<file path="src/rtl/seg_scan_pkg.sv">
// Shared types and limits for the seven-segment scan controller.
package seg_scan_pkg;
  localparam int MAX_DIGITS = 8;

  typedef logic [2:0] digit_idx_t;
  typedef logic [3:0] digit_val_t;
endpackage

</file>
<file path="src/rtl/refresh_tick_gen.sv">
// Digit-slot prescaler: one-cycle tick every DIV enabled clocks, frozen while en=0.
module refresh_tick_gen #(
  parameter int DIV = 100000
) (
  input  logic clk,
  input  logic rst_n,
  input  logic en,
  output logic tick
);
  localparam int CW = (DIV > 1) ? $clog2(DIV) : 1;
  localparam logic [CW-1:0] LOAD = CW'(DIV - 1);

  logic [CW-1:0] count;

  // Down-counter: LOAD here is the first cycle of a slot, zero is the last one.
  assign tick = en && (count == '0);

  always_ff @(posedge clk or negedge rst_n) begin
    if (!rst_n) begin
      count <= LOAD;
    end else if (en) begin
      count <= (count == '0) ? LOAD : count - 1'b1;
    end
  end
endmodule

</file>
<file path="src/rtl/seg_scan_ctrl.sv">
// Time-multiplexed digit scanner feeding the seven-segment decoder.
// Optional leading-zero blanking when SEG_SCAN_LZB_EN is defined.
module seg_scan_ctrl
  import seg_scan_pkg::*;
#(
  parameter int NUM_DIGITS  = 8,
  parameter int REFRESH_DIV = 100000
) (
  input  logic       clk,
  input  logic       rst_n,
  input  logic       en,
  input  logic       wr_en,
  input  logic [2:0] wr_addr,
  input  logic [3:0] wr_data,
  input  logic [7:0] digit_en,
  output logic [3:0] num,
  output logic [2:0] sel,
  output logic       blank,
  output logic       frame_done
);
  localparam digit_idx_t LAST = digit_idx_t'(NUM_DIGITS - 1);
  localparam logic [3:0] NUM_DIGITS_W = 4'(NUM_DIGITS);

  logic       tick;
  logic       lzb_sel;
  digit_val_t regs [MAX_DIGITS];

  refresh_tick_gen #(.DIV(REFRESH_DIV)) u_tick (
    .clk  (clk),
    .rst_n(rst_n),
    .en   (en),
    .tick (tick)
  );

  always_ff @(posedge clk or negedge rst_n) begin
    if (!rst_n) begin
      sel        <= '0;
      frame_done <= 1'b0;
    end else begin
      frame_done <= tick && (sel == LAST);
      if (tick) begin
        sel <= (sel == LAST) ? '0 : sel + 1'b1;
      end
    end
  end

  // Entries at or above NUM_DIGITS are never written and stay at zero.
  always_ff @(posedge clk or negedge rst_n) begin
    if (!rst_n) begin
      for (int i = 0; i < MAX_DIGITS; i++) begin
        regs[i] <= '0;
      end
    end else if (wr_en && ({1'b0, wr_addr} < NUM_DIGITS_W)) begin
      regs[wr_addr] <= wr_data;
    end
  end

  assign num = regs[sel];

`ifdef SEG_SCAN_LZB_EN
  logic [MAX_DIGITS-1:0] lzb;
  logic                  zero_tail;

  // A digit is leading-zero only if it and every more significant digit are zero.
  always_comb begin
    lzb       = '0;
    zero_tail = 1'b1;
    for (int i = MAX_DIGITS - 1; i >= 1; i--) begin
      if (i < NUM_DIGITS) begin
        zero_tail = zero_tail & (regs[i] == 4'h0);
        lzb[i]    = zero_tail;
      end
    end
  end

  assign lzb_sel = lzb[sel];
`else
  assign lzb_sel = 1'b0;
`endif

  assign blank = !en || !digit_en[sel] || lzb_sel;
endmodule

</file>
<file path="config.mk">
export PLATFORM = sky130hd
export DESIGN_NAME = seg_scan_ctrl
export DESIGN_NICKNAME = d
export VERILOG_FILES = /design/src/rtl/seg_scan_pkg.sv /design/src/rtl/refresh_tick_gen.sv /design/src/rtl/seg_scan_ctrl.sv
export SDC_FILE = /design/constraint.sdc
export NUM_CORES = 1
export LEC_CHECK = 0
export BUFFER_PORTS_ARGS = -buffer_cell sky130_fd_sc_hd__buf_4
export CELL_PAD_IN_SITES_DETAIL_PLACEMENT = 2
export CELL_PAD_IN_SITES_GLOBAL_PLACEMENT = 2
export CORE_ASPECT_RATIO = 1.4
export CORE_MARGIN = 4
export CORE_UTILIZATION = 44
export DETAILED_ROUTE_END_ITERATION = 8
export PLACE_DENSITY = 0.86
export SLEW_MARGIN = 20
export SYNTH_ARGS = -nofsm -noshare
export SYNTH_HDL_FRONTEND = slang
export SYNTH_SLANG_ARGS = --single-unit
export TNS_END_PERCENT = 50
</file>
<file path="constraint.sdc">
create_clock -name clk -period 3.35 [get_ports clk]
set_input_delay 0.8375 -clock clk [delete_from_list [all_inputs] [get_ports clk]]
set_output_delay 0.8375 -clock clk [all_outputs]
set_load 0.03 [all_outputs]
</file>
==> flow_metrics.py <==
metrics = {
    "timing": {
        "drv_slew": 0,
        "max_slew.worst_pin.slew_ps": 791,
        "rsz0062_at_grt": "false",
        "final.min_clock_period_ps": 3040,
        "fin_ws_ps": 307,
        "setup_viol": 0,
        "hold_viol": 0,
        "skew_ps": 2.46,
        "whs_ps": 511,
        "fin_crit_sh_pct": 90.8,
        "relSlewSlack_pct": 47.2,
        "fmax_ghz": 0.329,
        "tns_ps": 0,
    },
    "setup_path": {
        "crit_arrival_ps": 2210,
        "crit_type": "register to primary output",
        "cp-end-kind": "primary output",
        "worst_setup_path_start_kind": "register",
        "reg2reg_depth": 4,
        "required_ps": 2510,
        "crit_path_max_fanout": 14,
    },
    "logic_synthesis": {
        "ys_ff_latch": 53,
        "yosys_warnings": 0,
        "ys_seq_area_share_pct": 50.5,
        "synth_most_common_cell": "dfrtp_1",
        "syn_nets": 219,
        "async_flop_share_pct": 100,
        "synth_area_sq_um": 2650,
        "synthFlopType": "dfrtp_1",
        "synthTopCellsByCount": "43 x dfrtp_1, 38 x mux2_2, 16 x nand2_1",
        "avgSynthCellArea_sq_um": 13.5,
        "synth_edf_count": 0,
        "synth_top_cell_by_area": "dfrtp_1",
        "synth_cell_types": 37,
        "synthTopCellsByArea": "dfrtp_1 41%, mux2_2 16%, dfstp_2 9.9%, mux4_2 8.5%, xor2_1 3.3%",
        "netlist_instances": 196,
        "synth_top_area_share_pct": 40.6,
    },
    "routing": {
        "drt_iter0_markers": 34,
        "wirelength_microns": 6180,
        "drc_errors": 0,
        "vias": 1734,
        "final_antenna_net_count": 0,
        "wl_per_cell_microns": 20.9,
        "drtPass1Iterations": 4,
        "viasPerCell": 5.86,
    },
    "die": {
        "ios": 28,
        "initial_core_util_pct": 45.2,
        "die_area_sq_um": 7340,
        "core-area_sq_um": 5860,
        "die_x_microns": 73.6,
        "die_h_microns": 99.8,
        "rows": 33,
    },
    "min_path": {
        "min_path_type": "register to register",
        "holdPathStages": 1,
    },
    "cts": {
        "cts_setup_buffers": 0,
        "clk_latency_ps": 300,
        "cts_tree": "yes",
        "clock-sinks": 53,
        "holdBufCountCts": 0,
        "clkTransAtPathRegs_ps": 100,
        "cts_buffer_depth": 2,
        "cts_resized": 0,
        "numCtsBuffers": 5,
        "cts-root-buf": "clkbuf_8",
        "htree_levels": 2,
    },
    "pwr": {
        "p_int_uw": 1390,
        "pwr-share-seq_pct": 50.8,
        "p_switching_uw": 767,
        "power_density_nw_per_um2": 722,
        "sw_frac_of_total_pct": 35.5,
        "clock_power_share_pct": 16.6,
        "p_leak_uw": 0.00127,
        "combPwrFrac_pct": 32.5,
        "ir_drop_v": 0.000280,
    },
    "layout": {
        "num-nets-final": 248,
        "finalInstanceArea_sq_um": 2990,
        "drive_gt1_share_pct": 44.2,
        "synthToLayoutAreaGrowth_pct": 12.9,
        "antenna_cells": 0,
    },
    "placed_design": {
        "place_congestion": 0.750,
        "place_area_sq_um": 2900,
        "hpwlAfterDp_microns": 4740,
        "port_buffers": 27,
        "pre_cts_slack_ps": 592,
    },
    "status": {
        "outcome": "finished clean",
    },
    "grt": {
        "grt_max_degree": 54,
        "grt_usage_pct": 18.8,
        "grt_pass1_vias": 1987,
        "antenna_found_initial": 0,
        "grt_pass1_wl_microns": 10400,
        "overflow": 0,
    },
    "job": {
        "cap_violations": 0,
    },
}
cells by family after synthesis:
logic type,share of synthesized area [%]
AND/OR/NAND/NOR,14.3
AO/OA/AOI/OAI,1.61
flip-flops,50.5
buffers and inverters,1.89
adder cells (fa/ha/maj),1.89
XOR/XNOR,4.30
multiplexers,25.5
metrics by stage:
stage	util (%)	instances	power, uW
after floorplan	-	196	1580
after global placement	49.5	288	1770
after detailed placement	49.5	288	1830
after CTS	51.0	296	2200
after global routing	51.0	296	2310
final	51.0	296	2160
cell usage in the layout (no fill, tap or decap), types with 2 or more instances in the layout:
cell type	instances
nor3b_1	2
nor4_4	2
mux4_2	10
dfrtp_1	43
xnor2_1	3
o31ai_1	2
mux2_1	2
nor3_1	6
dfstp_2	10
nand4b_1	5
nand2_1	16
nor2_1	11
mux2_2	38
buf_4	28
clkbuf_8	5
ha_1	4
xor2_1	10
or4_1	2
clkinvlp_4	2
inv_1	2
o21ai_0	3
nand3_1	4
nand4_1	3
worst paths after layout:
check,to,slack [ps],start
max,blank,310,sel[0]
min,regs[23],510,regs[23]
max reg2reg,sel[1],1230,u_tick.count[5]
min reg2reg,regs[23],510,regs[23]
max in group asynchronous,u_tick.count[11],2340,rst_n
min in group asynchronous,u_tick.count[8],560,rst_n
critical path, stage by stage (launching register included):
cell	delay, ps
dfrtp_1	820
mux4_2	600
mux2_2	270
nand2_1	60
buf_4	150
power by group through the flow:
stage	clock (uW)	sequential [uW]	combinational, uW
2_1_floorplan	0	1030	550
3_3_place_gp	0	1100	667
3_5_place_dp	0	1120	713
4_1_cts	376	1100	717
5_1_grt	400	1130	782
6_report	360	1100	703
registers in the layout (all words and copies together) (netlist names):
register,count
frame_done,1
regs,32
sel,3
u_tick.count,17
per-layer routing:
layer	track usage, %	vias to the layer above	wire length, microns
li1	-	778	-
met1	20.0	908	2150
met2	35.5	33	3670
met3	3.41	15	174
met4	7.11	0	180
met5	0	-	0
area by class of cell:
type | count | area (sq um)
Fill cell | 580 | 2870
Sequential cell | 53 | 1340
Multi-Input combinational cell | 135 | 1260
Timing Repair Buffer | 28 | 210
Tap cell | 70 | 87.6
Clock buffer | 6 | 72.6
Clock inverter | 2 | 15.0
Inverter | 2 | 7.51
Power figures use the tool's default switching activity.
